<file path="src/rtl/onehot_alu_pkg.sv">
// Shared types and constants for the handshaked one-hot ALU pipeline.
package onehot_alu_pkg;

  typedef enum logic [2:0] {
    OP_ACC  = 3'd0,
    OP_ADD  = 3'd1,
    OP_ABS  = 3'd2,
    OP_SMAX = 3'd3,
    OP_SMIN = 3'd4,
    OP_UMIN = 3'd5,
    OP_UMAX = 3'd6,
    OP_PASS = 3'd7
  } op_e;

  typedef enum logic [1:0] {
    IDLE = 2'd0,
    EXEC = 2'd1,
    HOLD = 2'd2
  } state_e;

  // Hex digit segments, bit0=a .. bit6=g, active high.
  localparam logic [6:0] SEG_HEX [16] = '{
    7'h3F, 7'h06, 7'h5B, 7'h4F, 7'h66, 7'h6D, 7'h7D, 7'h07,
    7'h7F, 7'h6F, 7'h77, 7'h7C, 7'h39, 7'h5E, 7'h79, 7'h71
  };

endpackage

</file>
<file path="src/rtl/onehot_alu_pipe_encoder.sv">
// One-hot to binary encoder; highest set bit wins, flags anything not exactly one-hot.
module onehot_encoder #(
  parameter int N = 16,
  parameter int W = $clog2(N)
) (
  input  logic [N-1:0] onehot_i,
  output logic [W-1:0] bin_o,
  output logic         bad_o
);

  always_comb begin
    bin_o = '0;
    for (int i = 0; i < N; i++)
      if (onehot_i[i]) bin_o = W'(i);
  end

  assign bad_o = ($countones(onehot_i) != 1);

endmodule

</file>
<file path="src/rtl/onehot_alu_pipe.sv">
// Registered one-hot ALU: IDLE captures operands, EXEC computes, HOLD presents the result.
module onehot_alu_pipe
  import onehot_alu_pkg::*;
#(
  parameter int N       = 16,
  parameter bit ABS_SAT = 1'b0
) (
  input  logic         clk,
  input  logic         rst,
  input  logic         in_valid,
  output logic         in_ready,
  input  logic [N-1:0] inp1,
  input  logic [N-1:0] inp2,
  input  logic [2:0]   opc,
  output logic         out_valid,
  input  logic         out_ready,
  output logic [N-1:0] out,
  output logic         overflow,
  output logic         err,
  output logic [6:0]   seg
);

  localparam int W = $clog2(N);

  state_e         state_q, state_d;
  logic [W-1:0]   a_bin, b_bin;
  logic           a_bad, b_bad;
  logic [W-1:0]   a_q, b_q, acc_q;
  op_e            opc_q;
  logic           err_cap_q;
  logic [N-1:0]   out_q;
  logic           ovf_q, err_q;
  logic [6:0]     seg_q;

  logic [W-1:0]   res_d, diff;
  logic [W:0]     sum;
  logic           ovf_d;
  logic [3:0]     nib_d;

  onehot_encoder #(.N(N), .W(W)) u_enc_a (.onehot_i(inp1), .bin_o(a_bin), .bad_o(a_bad));
  onehot_encoder #(.N(N), .W(W)) u_enc_b (.onehot_i(inp2), .bin_o(b_bin), .bad_o(b_bad));

  always_comb begin
    res_d = '0;
    ovf_d = 1'b0;
    sum   = '0;
    diff  = a_q - b_q;
    case (opc_q)
      OP_ACC: begin
        sum   = {1'b0, acc_q} + {1'b0, b_q};
        res_d = sum[W-1:0];
        ovf_d = sum[W];
      end
      OP_ADD: begin
        sum   = {1'b0, a_q} + {1'b0, b_q};
        res_d = sum[W-1:0];
        ovf_d = sum[W];
      end
      // Wrapped difference read as signed, then magnitude; only -2**(W-1) stays negative.
      OP_ABS: begin
        res_d = diff[W-1] ? -diff : diff;
        ovf_d = ABS_SAT & res_d[W-1];
      end
      OP_SMAX: res_d = ($signed(a_q) > $signed(b_q)) ? a_q : b_q;
      OP_SMIN: res_d = ($signed(a_q) < $signed(b_q)) ? a_q : b_q;
      OP_UMIN: res_d = (a_q < b_q) ? a_q : b_q;
      OP_UMAX: res_d = (a_q > b_q) ? a_q : b_q;
      default: res_d = b_q;
    endcase
    nib_d = 4'(res_d);
  end

  always_comb begin
    state_d = state_q;
    case (state_q)
      IDLE:    if (in_valid) state_d = EXEC;
      EXEC:    state_d = HOLD;
      HOLD:    if (out_ready) state_d = IDLE;
      default: state_d = IDLE;
    endcase
  end

  always_ff @(posedge clk or posedge rst) begin
    if (rst) begin
      state_q   <= IDLE;
      a_q       <= '0;
      b_q       <= '0;
      opc_q     <= OP_ACC;
      err_cap_q <= 1'b0;
      acc_q     <= '0;
      out_q     <= '0;
      ovf_q     <= 1'b0;
      err_q     <= 1'b0;
      seg_q     <= '0;
    end else begin
      state_q <= state_d;
      if (state_q == IDLE && in_valid) begin
        a_q       <= a_bin;
        b_q       <= b_bin;
        opc_q     <= op_e'(opc);
        err_cap_q <= a_bad | b_bad;
      end
      if (state_q == EXEC) begin
        out_q <= {{(N-1){1'b0}}, 1'b1} << res_d;
        ovf_q <= ovf_d;
        err_q <= err_cap_q;
        seg_q <= SEG_HEX[nib_d];
        if (opc_q == OP_ACC) acc_q <= res_d;
      end
    end
  end

  assign in_ready  = (state_q == IDLE);
  assign out_valid = (state_q == HOLD);
  assign out       = out_q;
  assign overflow  = ovf_q;
  assign err       = err_q;
  assign seg       = seg_q;

endmodule

</file>
<file path="config.mk">
export PLATFORM = sky130hd
export DESIGN_NAME = onehot_alu_pipe
export DESIGN_NICKNAME = d
export VERILOG_FILES = /design/src/rtl/onehot_alu_pkg.sv /design/src/rtl/onehot_alu_pipe_encoder.sv /design/src/rtl/onehot_alu_pipe.sv
export SDC_FILE = /design/constraint.sdc
export NUM_CORES = 1
export LEC_CHECK = 0
export CORE_ASPECT_RATIO = 0.75
export CORE_MARGIN = 2
export CORE_UTILIZATION = 40
export CTS_BUF_LIST = sky130_fd_sc_hd__clkbuf_2 sky130_fd_sc_hd__clkbuf_4 sky130_fd_sc_hd__clkbuf_8
export DETAILED_ROUTE_END_ITERATION = 16
export GPL_TIMING_DRIVEN = 0
export PLACE_DENSITY_LB_ADDON = 0.3
export SLEW_MARGIN = 30
export SYNTH_ARGS = -nofsm -noshare
export SYNTH_HDL_FRONTEND = slang
export SYNTH_SLANG_ARGS = --single-unit
export TNS_END_PERCENT = 10
</file>
<file path="constraint.sdc">
create_clock -name clk -period 4.7 [get_ports clk]
set_input_delay 0.47 -clock clk [delete_from_list [all_inputs] [get_ports clk]]
set_output_delay 0.47 -clock clk [all_outputs]
set_load 0.02 [all_outputs]
</file>
==> flow_metrics.env <==
export IMPL_criticalPathCategory="primary input to flop"
export IMPL_worst_pin_slew_ns=0.640
export IMPL_die_area_um2=11700
export IMPL_drive_gt1_share_pct=9.21
export IMPL_crit_path_end_kind="flop"
export IMPL_status="finished, final reports clean"
export IMPL_antenna_found_initial=0
export IMPL_async_flop_share_pct=100
export IMPL_ys_warn_count=0
export IMPL_drc=0
export IMPL_crit_required_ns=4.88
export IMPL_clockBufferDepth=2
export IMPL_synth_ff_type="dfrtp_1"
export IMPL_grtUsageTotal_pct=18.8
export IMPL_start_util_pct=41.6
export IMPL_finClkSkew_ns=0.00901
export IMPL_drtAntennaViolNets=0
export IMPL_grt_max_degree=24
export IMPL_grt_pass1_wl_um=18100
export IMPL_ir_drop_v=0.000337
export IMPL_post_dp_hpwl_um=8530
export IMPL_fin_cells=690
export IMPL_setup_ws_ns=0.218
export IMPL_seq_area_frac_synth_pct=24.8
export IMPL_syn_inst=480
export IMPL_rsz0062_at_grt="false"
export IMPL_finalSetupViolCount=0
export IMPL_viasPerCell=5.50
export IMPL_power_density_nw_per_um2=727
export IMPL_power_mw=3.91
export IMPL_hold_start="err_cap_q"
export IMPL_wl_um=10800
export IMPL_io_pins=66
export IMPL_drt_first_pass_iters=5
export IMPL_cts_hold_buffers_added=0
export IMPL_synth_fp_nets=595
export IMPL_start_kind="primary input"
export IMPL_ff_latch_area_um2=1080
export IMPL_maxSlewViolCount=0
export IMPL_synth_area_leaders="dfrtp_1 (25%), ha_1 (15%), fa_1 (12%), inv_1 (6.1%), nand2_1 (3.6%)"
export IMPL_cts_tree="done"
export IMPL_synth_most_common_cell="inv_1"
export IMPL_place_ws_ns=-0.420
export IMPL_areaGrowthSynthToFinish_pct=23.8
export IMPL_core_region_area_um2=10500
export IMPL_synth_top_cells_by_count="inv_1 (71), ha_1 (51), dfrtp_1 (43), nand2_1 (42), nor2_1 (26)"
export IMPL_nFillCells=950
export IMPL_num_rows=32
export IMPL_period_needed_ns=4.48
export IMPL_synth_area_um2=4350
export IMPL_gp_congestion=0.922
export IMPL_p_leak_nw=2.57
export IMPL_synth_cell_types=67
export IMPL_place_inst=682
export IMPL_min_path_type="flop to flop"
export IMPL_crit_arrival_ns=4.66
export IMPL_h_tree_depth=2
export IMPL_fmax_mhz=223
export IMPL_synth_edf_count=0
export IMPL_finalSetupTns_ns=0
export IMPL_grt_pass1_vias=3754
export IMPL_r2r_start="b_q[1]"
export IMPL_portBuffers=65
export IMPL_hold_slack_ns=0.485
export IMPL_drt_iter0_drc=238
export IMPL_wl_per_cell_um=15.6
export IMPL_fp_dieW_um=124
export IMPL_final_nets=668
export IMPL_hold_viol_final=0
export IMPL_vias=3795
export IMPL_utilization_pct=51.5
export IMPL_placed_area_um2=5190
export IMPL_clkTransAtPathRegs_ns=0.08
export IMPL_cts_sinks=43
export IMPL_rrSetupSlack_ns=0.31
export IMPL_grt_overflow=0
export IMPL_clock_latency_ns=0.30
export IMPL_cts_setup_buffers=0
export IMPL_cap_violations=0
export IMPL_crit_fanout=2
export IMPL_synth_largest_area_cell="dfrtp_1"
export IMPL_final_cell_area_um2=5380
export IMPL_cts_root_buf="clkbuf_8"
export IMPL_period_share_pct=95.4
export IMPL_synth_seq_cells=43
export IMPL_postSynthAreaPerCell_um2=9.06
export IMPL_cts_buffers=5
export IMPL_multiInputGateArea_um2=2920
export IMPL_n_antenna_cell=0
export IMPL_synth_top_area_share_pct=24.8
export IMPL_maxSlewHeadroom_pct=57.0
export IMPL_critPathLaunch="inp2[9]"
export IMPL_chipHeight_um=94.3
cell usage in the layout (no fill, tap or decap), types with 4 or more instances in the layout:
cell             instances
a21oi_1                 14
a22o_1                   9
a311oi_1                 5
a31oi_1                  7
and2_1                   6
and3b_1                  4
buf_2                    4
clkbuf_1                12
clkbuf_8                 6
clkdlybuf4s50_1         47
dfrtp_1                 43
dlymetal6s2s_1          18
fa_1                    23
ha_1                    48
inv_1                   68
mux2_2                   8
mux2i_1                  5
nand2_1                 42
nand3_1                  8
nand3b_1                 4
nand4_1                  4
nor2_1                  26
nor2b_1                  9
nor3_1                   6
o2111ai_1                4
o211ai_1                 7
o21ai_0                 23
o21ai_1                 11
o31ai_1                  6
final cells by class:
type | instances | share of cell area [%]
repair buffers | 66 | 13.4
multi-input cells | 346 | 54.3
well taps | 136 | 3.16
clock buffers | 6 | 1.53
flip-flops and latches | 43 | 20.0
plain buffers | 20 | 1.98
clock inverters | 2 | 0.651
inverters | 71 | 4.95
path summary, 6_finish.rpt:
| check | depth (start not counted) | endpoint |
|---|---|---|
| worst min-delay path | 2 | err |
| min in group asynchronous | 2 | out[0] |
| worst max register to register | 13 | seg[5] |
| worst min register to register | 2 | err |
| max in group asynchronous | 3 | out[4] |
| worst max-delay path | 14 | err_cap_q |
cell families (layout without fill, tap and decap cells):
| family | after synthesis | in the layout | synth area share, % |
|---|---|---|---|
| fa+ha+maj | 76 | 76 | 26.2 |
| buf+inv | 91 | 165 | 8.58 |
| flops | 43 | 43 | 24.8 |
| simple gates | 133 | 133 | 15.9 |
| compound gates | 119 | 119 | 20.1 |
| xor+xnor | 3 | 3 | 0.605 |
| mux | 15 | 15 | 3.91 |
routing by layer:
metal | vias up | wire length, um | GRT usage, %
li1 | 1825 | - | -
met1 | 1811 | 5070 | 26.3
met2 | 140 | 4850 | 30.5
met3 | 19 | 697 | 3.13
met4 | 0 | 144 | 4.68
met5 | - | 0 | 0
worst max-delay path: stages:
cell             delay (ns)
clkdlybuf4s50_1        0.49
ha_1                   0.16
inv_1                  0.06
fa_1                   0.57
fa_1                   0.45
fa_1                   0.54
inv_2                  0.05
fa_1                   0.55
ha_2                   0.19
fa_1                   0.42
nor4_2                 0.21
o2111ai_1              0.15
a221oi_2               0.25
a21oi_1                0.10
power breakdown:
group          internal, mW  total (mW)  switching, mW
Clock                 0.172       0.303          0.131
Sequential            0.515       0.654          0.139
Combinational          1.24        2.95           1.71
state kept, by name (all words and copies together), names as in the netlist:
signal / flops
a_q: 4
acc_q: 4
b_q: 4
err: 1
err_cap_q: 1
opc_q: 3
out: 16
overflow: 1
seg: 7
state_q: 2
repair_timing:
| item | in CTS | in global routing |
|---|---|---|
| cloned | 0 | 0 |
| setup endpoints to repair | 1 | 1 |
| pin swaps | 2 | 11 |
| resized for setup | 1 | 26 |
No activity file was read; power rests on OpenSTA's default activity.
